==> config.mk <==
export PLATFORM = sky130hd
export DESIGN_NAME = pixel_fifo_writer
export DESIGN_NICKNAME = d
export VERILOG_FILES = /design/src/rtl/pixel_fifo_writer.sv
export SDC_FILE = /design/constraint.sdc
export NUM_CORES = 1
export LEC_CHECK = 0
export ABC_AREA = 1
export CAP_MARGIN = 20
export CELL_PAD_IN_SITES_DETAIL_PLACEMENT = 1
export CELL_PAD_IN_SITES_GLOBAL_PLACEMENT = 1
export CORE_ASPECT_RATIO = 0.9
export CORE_MARGIN = 1
export CORE_UTILIZATION = 31
export DETAILED_ROUTE_END_ITERATION = 12
export PLACE_DENSITY_LB_ADDON = 0.1
export SKIP_LAST_GASP = 1
export SLEW_MARGIN = 20
export SYNTH_ARGS = -nofsm -noshare
export SYNTH_HDL_FRONTEND = slang
export SYNTH_SLANG_ARGS = --single-unit
export TNS_END_PERCENT = 10
==> constraint.sdc <==
create_clock -name clk -period 2.18 [get_ports clk]
set_input_delay 0.436 -clock clk [delete_from_list [all_inputs] [get_ports clk]]
set_output_delay 0.436 -clock clk [all_outputs]
set_load 0.05 [all_outputs]
==> src/rtl/pixel_fifo_writer.sv <==
// pixel_fifo_writer: streams H_ACTIVE x V_ACTIVE pixels per frame into a FIFO write port.
// Define PIXEL_FIFO_WRITER_SPRITE_EN to compile in the single-colour sprite overlay.
module pixel_fifo_writer #(
    parameter int H_ACTIVE    = 640,
    parameter int V_ACTIVE    = 480,
    parameter int SPRITE_SIZE = 16
) (
    input  logic        clk,
    input  logic        rst,
    input  logic        enable,
    input  logic [23:0] src_pixel,
    input  logic        src_valid,
    output logic        src_ready,
    input  logic [9:0]  sprite_x,
    input  logic [9:0]  sprite_y,
    input  logic [23:0] sprite_color,
    output logic [23:0] pixel_out,
    output logic        wrreq,
    input  logic        wrfull,
    output logic        new_frame,
    output logic [15:0] frame_count
);

    localparam logic [1:0] IDLE   = 2'd0;
    localparam logic [1:0] SOF    = 2'd1;
    localparam logic [1:0] STREAM = 2'd2;

    logic [1:0]  state;
    logic [10:0] x;
    logic [10:0] y;
    logic        fire;
    logic        last_x;
    logic        last_y;

    // Handshake is gated by rst so nothing is written in the reset cycle itself.
    always_comb begin
        src_ready = (state == STREAM) && !wrfull && !rst;
        fire      = src_valid && src_ready;
        wrreq     = fire;
        new_frame = (state == SOF) && !rst;
        last_x    = (x == 11'(H_ACTIVE - 1));
        last_y    = (y == 11'(V_ACTIVE - 1));
    end

    always_ff @(posedge clk) begin
        if (rst) begin
            state       <= IDLE;
            x           <= '0;
            y           <= '0;
            frame_count <= '0;
        end else begin
            case (state)
                IDLE: begin
                    if (enable) state <= SOF;
                end
                SOF: begin
                    x     <= '0;
                    y     <= '0;
                    state <= STREAM;
                end
                STREAM: begin
                    if (fire) begin
                        if (last_x) begin
                            x <= '0;
                            if (last_y) begin
                                y           <= '0;
                                frame_count <= frame_count + 16'd1;
                                state       <= enable ? SOF : IDLE;
                            end else begin
                                y <= y + 11'd1;
                            end
                        end else begin
                            x <= x + 11'd1;
                        end
                    end
                end
                default: state <= IDLE;
            endcase
        end
    end

`ifdef PIXEL_FIFO_WRITER_SPRITE_EN
    logic [9:0]  spr_x;
    logic [9:0]  spr_y;
    logic [23:0] spr_color;
    logic        in_sprite;

    always_ff @(posedge clk) begin
        if (rst) begin
            spr_x     <= '0;
            spr_y     <= '0;
            spr_color <= '0;
        end else if (state == SOF) begin
            spr_x     <= sprite_x;
            spr_y     <= sprite_y;
            spr_color <= sprite_color;
        end
    end

    // 11-bit bounds keep a sprite near column/row 1023 from wrapping to the origin.
    always_comb begin
        in_sprite = (x >= {1'b0, spr_x}) && (x < ({1'b0, spr_x} + 11'(SPRITE_SIZE))) &&
                    (y >= {1'b0, spr_y}) && (y < ({1'b0, spr_y} + 11'(SPRITE_SIZE)));
        pixel_out = (in_sprite && (spr_color != 24'hFF00FF)) ? spr_color : src_pixel;
    end
`else
    logic unused_sprite;

    always_comb begin
        unused_sprite = ^{sprite_x, sprite_y, sprite_color};
        pixel_out     = src_pixel;
    end
`endif

endmodule

==> Implementation_results.wiki, run 1 <==
{| class="wikitable"
! Metric !! Value
|-
| Chain of cells forming the critical path || clkdlybuf4s50_1
|-
| Number of cells on the critical path || 1
|-
| Global-route wire length before repair || 12.1 mm
|-
| Reg-to-Reg End || frame_count[5]$_SDFFE_PP0P_
|-
| CP max stage cell || sky130_fd_sc_hd__clkdlybuf4s50_1
|-
| Wire length on met1 || 3.82 mm
|-
| Internal portion of total power || 1140 µW
|-
| Max-Cap Viols || 0
|-
| Worst Path Arrival || 1.59 ns
|-
| Min Clock Period, post-route || 2.02 ns
|-
| Worst R2R Start || y[0]$_SDFFE_PP0P_
|-
| Via count of the first global-routing pass || 2507
|-
| Proportion of power drawn by combinational gates || 0.259
|-
| CTS Hold Buffers Added || 0
|-
| Run status || finished clean
|-
| Most frequent cells in the layout || sky130_fd_sc_hd__nand2_1, sky130_fd_sc_hd__nor2_1, sky130_fd_sc_hd__inv_1
|-
| Setup slack of the worst register-to-register path || 0.51 ns
|-
| Number of pins with negative max-slew slack in the final report || 0
|-
| Final Setup Violations || 0
|-
| Clock tree from TritonCTS || built
|-
| Largest net degree at the start of global routing || 20
|-
| Die Area || 9010 µm²
|-
| Worst slew pin tran || 0.513 ns
|-
| Net load switching power || 583 µW
|-
| Final-stage net count || 500
|-
| Post-route design area || 3010 µm²
|-
| Power per cell area || 573 nW/µm²
|-
| Fin crit share || 0.928
|-
| Die height || 90.1 µm
|-
| Class of the most critical setup path || reg2out
|-
| Clock network latency to the later pin of the worst-skew pair || 0.30 ns
|-
| Global-route congestion overflow total || 0
|-
| Number of cells on the worst reg-to-reg path || 8
|-
| Sequential group share of total power || 0.462
|-
| Antenna Diode Count || 0
|-
| # H-tree levels || 2
|-
| Port Buffers || 23
|-
| TritonCTS sink count || 40
|-
| Clk pwr share || 0.278
|-
| Met3 Routed Length || 215 µm
|-
| Overall power consumption || 1730 µW
|-
| Startpoint class of the critical path || register
|-
| Sequential area share after synthesis || 0.299
|-
| Endpoint of the most critical setup path || frame_count[10]
|-
| Cell Area, Placed || 2930 µm²
|-
| Detailed route wirelength on metal2 || 2.77 mm
|-
| Via-per-instance ratio || 4.57
|-
| Final cell utilization of the core || 0.366
|-
| Post-synthesis net count || 492
|-
| Sort of element at the end of the critical path || output port
|-
| Peak Freq || 0.494 GHz
|-
| Detailed Routing Iterations Pass 1 || 4
|-
| Remaining design rule violation count || 0
|-
| First-iteration detailed-routing DRC count || 65
|-
| Worst hold path class || reg2reg
|-
| Num rows || 31
|-
| # resized after CTS || 0
|-
| RSZ-0062 raised after global routing || false
|-
| Die X || 99.9 µm
|-
| Core box area || 8220 µm²
|-
| Share of cells above drive strength 1 || 0.104
|-
| Register bit count reported by yosys || 40
|-
| Antenna violations before repair || 0
|-
| Detailed placement HPWL || 5.40 mm
|-
| Average routed wire per standard cell || 12.8 µm
|-
| Number of nets still failing antenna checks after routing || 0
|-
| Highest fanout seen on the critical path || 5
|-
| Total CTS buffers || 5
|-
| Leakage power total || 0.00109 µW
|-
| Top metal layer carrying routed signals || met4
|-
| I/O pin total || 116
|-
| Maximum clock path buffer count || 2
|-
| Wirelength, routed || 6.91 mm
|-
| Worst relative slew slack || 0.657
|-
| CP Data Required Time || 1.74 ns
|-
| Delay of the slowest critical-path stage || 0.84 ns
|-
| Mean Syn Cell Area || 6.43 µm²
|-
| Gate Count Post-Synth || 416
|-
| GR Util All Layers || 0.167
|-
| Total via count after detailed routing || 2465
|-
| Clk pin slew, worst setup/hold paths || 0.08 ns
|-
| Final estimated routing congestion in global placement || 0.783
|-
| Post-Syn Area || 2680 µm²
|-
| Post-CTS setup repair buffer count || 0
|-
| Switching portion of total power || 0.338
|-
| Fillcell total || 1088
|-
| Effective utilization at floorplan || 0.325
|-
| Synth cell types || 30
|-
| Crit path buffers/inverters || 1
|-
| Warnings, synthesis || 0
|-
| Number of endpoints with negative hold slack in the final report || 0
|-
| Synth-to-Final Area Change || 12.6%
|-
| Maximum resistive drop on vdd || 0.241 mV
|-
| Worst setup path startpoint || frame_count[10]$_SDFFE_PP0P_
|-
| Clock Root Buffer || sky130_fd_sc_hd__clkbuf_8
|-
| Most common cell after layout, fill and taps aside || sky130_fd_sc_hd__nand2_1
|-
| Final-layout setup total negative slack || 0 ns
|-
| Crit path max-delay family || buffers and inverters
|-
| Post-route clock skew || 0.00691 ns
|}
==> cell type report <==
type	count	area, µm²	share of cell area
multi-input combinational	297	1460	0.486
inverter	50	188	0.0623
tap	115	144	0.0478
clock inverter	1	5.00	0.00166
sequential	40	801	0.266
clock buffer	6	72.6	0.0241
timing repair buffer	30	338	0.112
==> tightest hold or removal path, stage by stage (launching register included) <==
cell                      delay, ns
sky130_fd_sc_hd__dfxtp_1       0.34
sky130_fd_sc_hd__inv_1         0.06
sky130_fd_sc_hd__a21oi_1       0.05
==> per-layer routing <==
layer  vias to the layer above  GRT usage
met5                         -          0
met4                         0     0.0588
met3                        17     0.0264
met2                        24      0.244
met1                      1130      0.245
li1                       1294          -
==> worst min path at each step <==
stage                      startpoint           endpoint  slack, ns  cells past startpoint
floorplan           y[4]$_SDFFE_PP0P_  y[4]$_SDFFE_PP0P_       0.44                      2
global placement    y[4]$_SDFFE_PP0P_  y[4]$_SDFFE_PP0P_       0.46                      2
detailed placement  y[4]$_SDFFE_PP0P_  y[4]$_SDFFE_PP0P_       0.46                      2
CTS                 y[4]$_SDFFE_PP0P_  y[4]$_SDFFE_PP0P_       0.48                      2
global route        y[4]$_SDFFE_PP0P_  y[4]$_SDFFE_PP0P_       0.51                      2
finish              y[4]$_SDFFE_PP0P_  y[4]$_SDFFE_PP0P_       0.48                      2
==> synthesized netlist by cell type <==
cell type / n / area share
sky130_fd_sc_hd__clkbuf_1: 1 / 0.0014
sky130_fd_sc_hd__nor2_2: 3 / 0.0070
sky130_fd_sc_hd__nand4_1: 7 / 0.016
sky130_fd_sc_hd__buf_2: 1 / 0.0019
sky130_fd_sc_hd__ha_1: 3 / 0.014
sky130_fd_sc_hd__xnor2_1: 1 / 0.0033
sky130_fd_sc_hd__nand2_2: 3 / 0.0070
sky130_fd_sc_hd__o21bai_4: 1 / 0.0070
sky130_fd_sc_hd__a21oi_1: 21 / 0.039
sky130_fd_sc_hd__nand3_2: 5 / 0.019
sky130_fd_sc_hd__nand2_4: 4 / 0.017
sky130_fd_sc_hd__nor2_1: 72 / 0.10
sky130_fd_sc_hd__inv_2: 3 / 0.0042
sky130_fd_sc_hd__dfxtp_1: 40 / 0.30
sky130_fd_sc_hd__o21ai_0: 10 / 0.019
sky130_fd_sc_hd__o21bai_1: 2 / 0.0056
sky130_fd_sc_hd__buf_4: 24 / 0.067
sky130_fd_sc_hd__nor2_4: 4 / 0.017
sky130_fd_sc_hd__nand3b_1: 2 / 0.0056
sky130_fd_sc_hd__nor3_1: 10 / 0.019
sky130_fd_sc_hd__nand2_1: 110 / 0.15
sky130_fd_sc_hd__nand3_1: 28 / 0.052
sky130_fd_sc_hd__nor3_2: 2 / 0.0075
sky130_fd_sc_hd__xor2_1: 6 / 0.020
sky130_fd_sc_hd__clkinv_1: 1 / 0.0014
sky130_fd_sc_hd__nor2_8: 1 / 0.0075
sky130_fd_sc_hd__nand3_4: 1 / 0.0065
sky130_fd_sc_hd__buf_6: 3 / 0.013
sky130_fd_sc_hd__inv_1: 46 / 0.065
sky130_fd_sc_hd__a21oi_2: 1 / 0.0033
==> power groups by stage <==
stage / clock (µW) / sequential [µW] / combinational, µW
after floorplan: 0 / 807 / 438
after global placement: 0 / 814 / 444
after detailed placement: 0 / 815 / 453
after CTS: 515 / 798 / 454
after global routing: 538 / 804 / 503
final: 481 / 797 / 448
==> state kept, by name, summed over array words and instances, names as in the netlist <==
name,count
frame_count,16
x,11
state,2
y,11
==> per-stage QoR <==
| stage | cells | hold slack (ns) | setup WS, ns |
|---|---|---|---|
| after floorplan | 416 | 0.438 | 0.324 |
| after global placement | 532 | 0.458 | 0.104 |
| after detailed placement | 532 | 0.463 | 0.0859 |
| after CTS | 539 | 0.478 | 0.124 |
| after global routing | 539 | 0.509 | 0.0806 |
| final | 539 | 0.478 | 0.157 |
==> cell families (layout without fill, tap and decap cells) <==
kind of cell / count (synthesis) / in the layout / synth area share
and+or+nand+nor: 252 / 252 / 0.436
xor gates and xnor gates: 7 / 7 / 0.0229
DFF: 40 / 40 / 0.299
adders and majority gates: 3 / 3 / 0.0140
AOI/OAI and AO/OA: 35 / 35 / 0.0739
buffers and inverters: 79 / 87 / 0.153
Power figures use the tool's default switching activity.
==> run 2, diff against run 1 <==
CORE_UTILIZATION = 40   (was 31)
DONT_BUFFER_PORTS = 1   (was default)
RECOVER_POWER = 100   (was default)
==> run 2 against run 1 <==
Effect of this change:
- count of clock-buffer cells in the layout rose by 1
- wire length fell by 3.4%
- sequential share of layout area rose by 2.6 points
- core utilization rose by 7.0 points
- die area fell by 22%
- combinational power fell by 19%
- global-route usage rose by 4.3 points
- via count rose by 0.28%
- design area fell by 9.1%
- clock power rose by 41%
- cell count fell by 7.4%
- worst setup slack improved by 0.12 ns
- largest power group unchanged
==> Implementation_results.wiki, run 2 (synthesis gave the netlist of run 1 again) <==
{| class="wikitable"
! Metric !! Value
|-
| Top register by number of flip-flops || frame_count
|-
| Crit path buffers/inverters || 0
|-
| Delay of the slowest critical-path stage || 0.55 ns
|-
| Number of pins with negative max-slew slack in the final report || 0
|-
| Most frequent cells in the layout || sky130_fd_sc_hd__nand2_1, sky130_fd_sc_hd__nor2_1, sky130_fd_sc_hd__inv_1
|-
| CP Data Required Time || 2.37 ns
|-
| Total via count after detailed routing || 2472
|-
| Worst setup path startpoint || state[0]$_SDFFE_PP0P_
|-
| Detailed Routing Iterations Pass 1 || 4
|-
| Clk pin slew, worst setup/hold paths || 0.09 ns
|-
| Worst R2R Start || state[0]$_SDFFE_PP0P_
|-
| Sort of element at the end of the critical path || register
|-
| Worst relative slew slack || 0.455
|-
| Number of nets still failing antenna checks after routing || 0
|-
| Worst hold path class || in2reg
|-
| Chain of cells forming the critical path || nor2_1 > nand3_4 > nand2_1 > nand2_4 > nand2_2 > nor2_1
|-
| Final Setup Violations || 0
|-
| Min Clock Period, post-route || 1.90 ns
|-
| Synth-to-Final Area Change || 2.39%
|-
| Most congested layer reported by global routing || met2
|-
| Detailed placement HPWL || 5.20 mm
|-
| Via count of the first global-routing pass || 2512
|-
| Global-route wire length before repair || 11.6 mm
|-
| Met3 track utilization from global routing || 0.0362
|-
| Crit-path most repeated cell || sky130_fd_sc_hd__nor2_1
|-
| Class of the most critical setup path || reg2reg
|-
| Clock tree from TritonCTS || built
|-
| Met2 demand-to-capacity share in global routing || 0.334
|-
| I/O pin total || 116
|-
| Worst slew pin tran || 0.818 ns
|-
| Final-stage net count || 487
|-
| Number of endpoints with negative hold slack in the final report || 0
|-
| Most common cell after layout, fill and taps aside || sky130_fd_sc_hd__nand2_1
|-
| Setup slack of the worst register-to-register path || 0.28 ns
|-
| Leakage power total || 0.00100 µW
|-
| Largest net degree at the start of global routing || 19
|-
| Largest registers in the final layout || frame_count: 16 flops, x: 11 flops, y: 11 flops
|-
| Max FFs per register || 16
|-
| Via-per-instance ratio || 4.95
|-
| Number of cells on the critical path || 6
|-
| Average routed wire per standard cell || 13.4 µm
|-
| Endpoint of the most critical setup path || x[7]$_SDFFE_PP0P_
|-
| TritonCTS sink count || 40
|-
| Wirelength, routed || 6.67 mm
|-
| Antenna violations before repair || 0
|-
| Crit path max-delay family || simple AND/OR/NAND/NOR gates
|-
| Clock Root Buffer || sky130_fd_sc_hd__clkbuf_8
|-
| Number of cells on the worst reg-to-reg path || 6
|-
| Die X || 88.2 µm
|-
| Core box area || 6280 µm²
|-
| Fin crit share || 0.874
|-
| First-iteration detailed-routing DRC count || 88
|-
| RSZ-0062 raised after global routing || false
|-
| # resized after CTS || 0
|-
| Total CTS buffers || 5
|-
| Post-CTS setup repair buffer count || 0
|-
| Final estimated routing congestion in global placement || 0.854
|-
| Met1 Usage GRT || 0.291
|-
| Global-route congestion overflow total || 0
|-
| Peak Freq || 0.525 GHz
|-
| Share of cells above drive strength 1 || 0.0825
|-
| Effective utilization at floorplan || 0.426
|-
| Reg-to-Reg End || x[7]$_SDFFE_PP0P_
|-
| Startpoint class of the critical path || register
|-
| Maximum resistive drop on vdd || 0.219 mV
|-
| # H-tree levels || 2
|-
| Worst Path Arrival || 2.09 ns
|-
| Final cell count without fillers || 499
|-
| Instance count after placement with tap cells included || 491
|-
| Highest fanout seen on the critical path || 18
|-
| Power per cell area || 672 nW/µm²
|-
| Die height || 79.6 µm
|-
| CTS Hold Buffers Added || 0
|-
| Maximum clock path buffer count || 2
|-
| Source of the worst hold timing path || rst
|-
| Max-Cap Viols || 0
|-
| Final-layout setup total negative slack || 0 ns
|-
| Remaining design rule violation count || 0
|-
| Die Area || 7020 µm²
|-
| Post-route clock skew || 0.00961 ns
|-
| Antenna Diode Count || 0
|-
| Num rows || 27
|-
| GR Util All Layers || 0.210
|-
| Run status || finished clean
|-
| Clock network latency to the later pin of the worst-skew pair || 0.29 ns
|-
| CP max stage cell || sky130_fd_sc_hd__nand2_1
|-
| Port Buffers || 0
|}
-- run 2: changes by cell type in the layout (fill, tap and decap cells not counted), sizes merged --
cell           previous run  this run
buf                      10         1
clkdlybuf4s50            20         0
bufinv                    0         1
clkinv                    2         1
clkbuf                    6        23
-- run 2: worst reg2reg max path, cell delays in order (launching register included) --
cell                      delay [ns]
sky130_fd_sc_hd__dfxtp_1        0.36
sky130_fd_sc_hd__nor2_1         0.24
sky130_fd_sc_hd__nand3_4        0.16
sky130_fd_sc_hd__nand2_1        0.55
sky130_fd_sc_hd__nand2_4        0.18
sky130_fd_sc_hd__nand2_2        0.24
sky130_fd_sc_hd__nor2_1         0.08
-- run 2: area by class of cell --
cell class                      instances  area (µm²)
Fill cell                             875        3540
Multi-Input combinational cell        297        1450
Sequential cell                        40         801
Inverter                               50         188
Tap cell                               87         109
Clock buffer                            7        96.3
Timing Repair Buffer                   17        68.8
Clock inverter                          1        30.0
-- run 2: worst min-delay path by stage --
| stage | end | slack [ns] | cells past startpoint |
|---|---|---|---|
| finish | frame_count[1]$_SDFFE_PP0P_ | 0.20 | 1 |
| detailed placement | x[0]$_SDFFE_PP0P_ | 0.48 | 2 |
| global placement | y[4]$_SDFFE_PP0P_ | 0.46 | 2 |
| global route | y[2]$_SDFFE_PP0P_ | 0.18 | 1 |
| floorplan | y[4]$_SDFFE_PP0P_ | 0.44 | 2 |
| CTS | y[2]$_SDFFE_PP0P_ | 0.19 | 1 |
-- run 2: report_power, final --
part           total [µW]  internal (µW)  switching [µW]
registers             797            765            31.6
logic                 365            101             264
clock network         679            405             274
-- run 2: metrics by stage --
step	utilization	cell area (µm²)	power (µW)	hold slack (ns)	worst slack, ns
detailed placement	0.428	2690	1190	0.480	0.426
floorplan	-	2680	1250	0.438	0.324
global route	0.436	2740	1950	0.177	0.116
global placement	0.428	2690	1180	0.459	0.497
finish	0.436	2740	1840	0.203	0.275
CTS	0.448	2820	1880	0.188	0.383
-- run 2: layer usage --
| metal | vias to the layer above | part of all wire | wire length [µm] |
|---|---|---|---|
| met3 | 8 | 0.040 | 267 |
| li1 | 1271 | - | - |
| met1 | 1154 | 0.52 | 3450 |
| met2 | 39 | 0.44 | 2920 |
| met4 | 0 | 0.0057 | 38 |
| met5 | - | 0 | 0 |
